**src/rtl/tail_light_pkg.sv**
```systemverilog
// Shared types for the tail-light sequencer: controller states and the
// prioritised request encoding seen by the next-state logic.
package tail_light_pkg;

  // Controller states; encodings 6 and 7 are unused and recover to IDLE.
  typedef enum logic [2:0] {
    IDLE    = 3'd0,
    LEFT    = 3'd1,
    RIGHT   = 3'd2,
    DARK    = 3'd3,
    HAZ_ON  = 3'd4,
    HAZ_OFF = 3'd5
  } state_e;

  // Driver request after priority resolution.
  typedef enum logic [1:0] {
    REQ_NONE = 2'd0,
    REQ_L    = 2'd1,
    REQ_R    = 2'd2,
    REQ_HAZ  = 2'd3
  } req_e;

  // Hazard wins, and so does a simultaneous left+right request
  // (a driver holding both stalks is treated as asking for hazards).
  function automatic req_e decode_req(input logic left_s,
                                      input logic right_s,
                                      input logic hazard_s);
    req_e req;
    if (hazard_s || (left_s && right_s)) begin
      req = REQ_HAZ;
    end else if (left_s) begin
      req = REQ_L;
    end else if (right_s) begin
      req = REQ_R;
    end else begin
      req = REQ_NONE;
    end
    return req;
  endfunction

endpackage

```
**src/rtl/tail_light_seq_step_tick.sv**
```systemverilog
// Step prescaler: counts 0..DIV-1 and flags the last count of each step.
// clr restarts the count so that every new phase lasts exactly DIV cycles.
module step_tick #(
  parameter int DIV = 1
) (
  input  logic clk,
  input  logic rst,
  input  logic clr,
  output logic tick
);

  localparam int CW = (DIV > 1) ? $clog2(DIV) : 1;
  localparam logic [CW-1:0] LAST_CNT = CW'(DIV - 1);

  logic [CW-1:0] cnt_q;
  logic [CW-1:0] cnt_d;

  assign tick = (cnt_q == LAST_CNT);

  // Next count: restart on a phase change or at the end of a step.
  always_comb begin
    cnt_d = cnt_q;
    if (clr || tick) begin
      cnt_d = '0;
    end else begin
      cnt_d = cnt_q + CW'(1);
    end
  end

  // Count register with synchronous reset.
  always_ff @(posedge clk) begin
    if (rst) begin
      cnt_q <= '0;
    end else begin
      cnt_q <= cnt_d;
    end
  end

endmodule

```
**src/rtl/tail_light_seq.sv**
```systemverilog
// Sequential tail-light controller: outward-filling turn pattern on one
// bank of LAMPS lamps, or both banks flashing together for hazards.
// Each pattern step lasts STEP_DIV clocks. Lamp outputs are registered,
// so nothing combinational runs from the driver inputs to the lamps.
module tail_light_seq
  import tail_light_pkg::*;
#(
  parameter int LAMPS    = 3,
  parameter int STEP_DIV = 1
) (
  input  logic             clk,
  input  logic             rst,
  input  logic             left,
  input  logic             right,
  input  logic             hazard,
  output logic [LAMPS-1:0] l,
  output logic [LAMPS-1:0] r,
  output logic             busy
);

  localparam int POS_W = $clog2(LAMPS + 1);
  localparam logic [POS_W-1:0] LAST_POS = POS_W'(LAMPS);
  localparam logic [POS_W-1:0] POS_ONE  = POS_W'(1);

  state_e           state_q;
  state_e           state_d;
  logic [POS_W-1:0] pos_q;
  logic [POS_W-1:0] pos_d;

  req_e             req_s;
  state_e           start_state_s;
  logic [POS_W-1:0] start_pos_s;
  logic             tick_s;
  logic             clr_s;

  logic [LAMPS-1:0] mask_s;
  logic [LAMPS-1:0] l_d;
  logic [LAMPS-1:0] r_d;
  logic             busy_d;
  logic [LAMPS-1:0] l_q;
  logic [LAMPS-1:0] r_q;
  logic             busy_q;

  // Resolve the three driver controls into a single prioritised request.
  always_comb begin
    req_s = decode_req(left, right, hazard);
  end

  // Where a fresh request leads: shared by IDLE, DARK and HAZ_OFF.
  always_comb begin
    start_state_s = IDLE;
    start_pos_s   = '0;
    case (req_s)
      REQ_HAZ: begin
        start_state_s = HAZ_ON;
        start_pos_s   = '0;
      end
      REQ_L: begin
        start_state_s = LEFT;
        start_pos_s   = POS_ONE;
      end
      REQ_R: begin
        start_state_s = RIGHT;
        start_pos_s   = POS_ONE;
      end
      default: begin
        start_state_s = IDLE;
        start_pos_s   = '0;
      end
    endcase
  end

  // Next-state logic for the sequencer.
  always_comb begin
    state_d = state_q;
    pos_d   = pos_q;
    case (state_q)
      IDLE: begin
        state_d = start_state_s;
        pos_d   = start_pos_s;
      end
      LEFT, RIGHT: begin
        // Turn direction changes are ignored; only hazard interrupts.
        if (req_s == REQ_HAZ) begin
          state_d = HAZ_ON;
          pos_d   = '0;
        end else if (tick_s) begin
          if (pos_q < LAST_POS) begin
            pos_d = pos_q + POS_ONE;
          end else begin
            state_d = DARK;
            pos_d   = '0;
          end
        end else begin
          state_d = state_q;
          pos_d   = pos_q;
        end
      end
      DARK: begin
        if (req_s == REQ_HAZ) begin
          state_d = HAZ_ON;
          pos_d   = '0;
        end else if (tick_s) begin
          state_d = start_state_s;
          pos_d   = start_pos_s;
        end else begin
          state_d = state_q;
          pos_d   = pos_q;
        end
      end
      HAZ_ON: begin
        // The off half always follows, so a flash is never cut short.
        if (tick_s) begin
          state_d = HAZ_OFF;
          pos_d   = '0;
        end else begin
          state_d = state_q;
          pos_d   = pos_q;
        end
      end
      HAZ_OFF: begin
        if (tick_s) begin
          state_d = start_state_s;
          pos_d   = start_pos_s;
        end else begin
          state_d = state_q;
          pos_d   = pos_q;
        end
      end
      default: begin
        state_d = IDLE;
        pos_d   = '0;
      end
    endcase
  end

  // Any change of phase restarts the step prescaler.
  always_comb begin
    clr_s = (state_d != state_q) || (pos_d != pos_q);
  end

  step_tick #(
    .DIV (STEP_DIV)
  ) u_step_tick (
    .clk  (clk),
    .rst  (rst),
    .clr  (clr_s),
    .tick (tick_s)
  );

  // Thermometer mask: the innermost pos lamps are lit.
  always_comb begin
    mask_s = '0;
    for (int i = 0; i < LAMPS; i++) begin
      mask_s[i] = (i < int'(pos_d));
    end
  end

  // Lamp and busy values for the state being entered.
  always_comb begin
    l_d    = '0;
    r_d    = '0;
    busy_d = (state_d != IDLE);
    case (state_d)
      LEFT: begin
        l_d = mask_s;
      end
      RIGHT: begin
        r_d = mask_s;
      end
      HAZ_ON: begin
        l_d = '1;
        r_d = '1;
      end
      default: begin
        l_d = '0;
        r_d = '0;
      end
    endcase
  end

  // State, position and output registers with synchronous reset.
  always_ff @(posedge clk) begin
    if (rst) begin
      state_q <= IDLE;
      pos_q   <= '0;
      l_q     <= '0;
      r_q     <= '0;
      busy_q  <= 1'b0;
    end else begin
      state_q <= state_d;
      pos_q   <= pos_d;
      l_q     <= l_d;
      r_q     <= r_d;
      busy_q  <= busy_d;
    end
  end

  assign l    = l_q;
  assign r    = r_q;
  assign busy = busy_q;

endmodule

```
**config.mk**
```make
export PLATFORM = sky130hd
export DESIGN_NAME = tail_light_seq
export DESIGN_NICKNAME = d
export VERILOG_FILES = /design/src/rtl/tail_light_pkg.sv /design/src/rtl/tail_light_seq_step_tick.sv /design/src/rtl/tail_light_seq.sv
export SDC_FILE = /design/constraint.sdc
export NUM_CORES = 1
export LEC_CHECK = 0
export BUFFER_PORTS_ARGS = -buffer_cell sky130_fd_sc_hd__buf_2
export CAP_MARGIN = 40
export CORE_MARGIN = 3
export CORE_UTILIZATION = 59
export CTS_BUF_LIST = sky130_fd_sc_hd__clkbuf_8 sky130_fd_sc_hd__clkbuf_16
export DETAILED_ROUTE_END_ITERATION = 12
export GPL_TIMING_DRIVEN = 0
export HOLD_SLACK_MARGIN = 0.12
export PLACE_DENSITY_LB_ADDON = 0.08
export SYNTH_ARGS = -nofsm -noshare
export SYNTH_HDL_FRONTEND = slang
export SYNTH_HIERARCHICAL = 1
export SYNTH_SLANG_ARGS = --single-unit
export TNS_END_PERCENT = 50
```
**constraint.sdc**
```tcl
create_clock -name clk -period 4 [get_ports clk]
set_input_delay 0.4 -clock clk [delete_from_list [all_inputs] [get_ports clk]]
set_output_delay 0.4 -clock clk [all_outputs]
set_load 0.01 [all_outputs]
```
==> results.tsv <==
metric	value	unit
ys_warn_count	6	
power_per_cell_area	397.8	mW/mm^2
finalNetCount	114	
ios	12	
max_slew_margin	50.39	%
gp_congestion	0.8292	
dr_wl_met3	58	um
routed_via_density	5.890	
cts_buffer_depth	2	
combPwrFrac	25.8	%
start_kind	input port	
tightest_slew	737.9	ps
wl_met1	706	um
vias	695	
dr_wl_met2	829	um
num_rows	12	
dr.pass1.iters	4	
htreeDepth	1	
die_y	41.94	um
p_leak	0.0003817	uW
final_util	76.08	%
slowest_delay	470	ps
clkSlewWorstSetupHoldPaths	50	ps
pwr-share-seq	43.1	%
post_cts_buffers	0	
port_buffers	11	
internal_power	247.0	uW
antenna_left	0	
dp_hpwl	1.244	mm
rsz0062_at_grt	false	
drt_first_iter_violations	15	
cts_root_buf	clkbuf_8	
seq_area	260.3	um^2
grt_pass1_wl	2.808	mm
layout-drive-gt1-share	25.96	%
cts.sinks	13	
cts_buffers	3	
status	finished clean	
grt_max_degree	11	
fmax	491.3	MHz
die_area	0.001759	mm^2
synthCells	89	
fin_setup_tns	0	ps
routed_wl	1.648	mm
area_growth	15.44	%
cp_cell_sequence	buf_2 > or2_2 > ha_1 > nor2_2 > o21ai_1 > a21oi_1 > nand3_1 > a21oi_1	
drv_cap	0	
fin_crit	2035	ps
critPathMaxFanout	7	
switchingPower	102.9	uW
synth.cell_area	762.0	um^2
grt_pass1_vias	647	
cts_tree	yes	
cp-end-kind	register	
crit_required	4160	ps
post_drt_wl_per_cell	13.97	um
multiInputGateArea	450.4	um^2
slew_violations	0	
cts_resized	0	
crit_type	in2reg	
hold_viol	0	
p_sw_share	29.41	%
crit_top_cell	a21oi_1	
initial_utilization	65.91	%
antenna_found_initial	0	
arrival	2200	ps
clock_skew	2.868	ps
top_layer	met4	
diodes	0	
avgSynthCellArea	8.562	um^2
synth_nets	98	
min_path_type	in2reg	
period_share	50.88	%
overflow	0	
crit_buf_inv	1	
crit_slowest_cell	a21oi_1	
drc_errors	0	
core_area	0.001156	mm^2
critPathTopFamily	compound AO/OA/AOI/OAI gates	
cts_hold_buf	0	
track_usage	20.21	%
clkPwrFrac	31.0	%
setup_viol	0	
die_w	41.94	um
n_fill_cell	79	
peakVddDrop	402.3	uV
worstSkewPairLatency	230	ps
-- state kept, by name, indices dropped and copies added, names as in the netlist --
name / flops
l: 3
r: 3
state_q: 3
pos_q: 2
busy: 1
u_step_tick/cnt_q: 1
-- through the flow --
| step | instance area (um^2) | total power, uW | hold slack (ps) | std cells | setup slack (ps) |
|---|---|---|---|---|---|
| 6_report | 879.6 | 349.9 | 439.1 | 118 | 1965 |
| 4_1_cts | 879.6 | 350.7 | 433.3 | 118 | 1991 |
| 3_3_place_gp | 834.6 | 237.5 | 659.2 | 114 | 1802 |
| 2_1_floorplan | 762.0 | 215.9 | 469.4 | 89 | 1988 |
| 5_1_grt | 879.6 | 371.6 | 451.8 | 118 | 1803 |
| 3_5_place_dp | 834.6 | 242.0 | 676.4 | 114 | 1756 |
-- layout make-up --
type	count	area share, %
clock inverters	1	0.4267
clock buffers	3	4.694
inverters	6	2.560
repair buffers	11	6.259
multi-input cells	66	51.21
well taps	14	1.991
plain buffers	4	3.272
flip-flops and latches	13	29.59
-- final timing paths --
| kind | slack (ps) | to | cells past startpoint | from |
|---|---|---|---|---|
| setup / recovery | 1960 | l[1] | 8 | left |
| hold / removal | 440 | state_q[0] | 2 | rst |
| hold reg to reg | 840 | state_q[2] | 4 | u_step_tick/cnt_q |
| setup reg to reg | 2150 | busy | 6 | state_q[0] |
-- layout by cell type, fill, tap and decap left out, types with 3 or more instances in the layout --
cell type   n
buf_2      13
nand2b_1    3
nand2_1     4
ha_1        4
nor2_1      4
clkbuf_8    3
a21oi_1    10
nor2b_1     7
inv_1       7
dfxtp_1    13
nand4_1     3
-- worst reg2reg max path, stage by stage (launching register included) --
cell	delay [ps]
dfxtp_1	390
buf_2	210
nor2_1	60
o2bb2ai_1	120
o31ai_1	610
inv_1	160
a31oi_1	230
-- power groups by stage --
stage	Sequential [uW]	Combinational (uW)	Clock [uW]
3_5_place_dp	153	88.9	0
3_3_place_gp	152	85.3	0
4_1_cts	151	89.7	110
5_1_grt	152	102	117
6_report	151	90.4	109
2_1_floorplan	157	58.9	0
-- per-layer routing --
metal | track usage, % | vias up
met2 | 33.95 | 21
met4 | 8.333 | 0
li1 | - | 348
met5 | 0 | -
met3 | 3.463 | 8
met1 | 25.20 | 318
No activity file was read; power rests on OpenSTA's default activity.
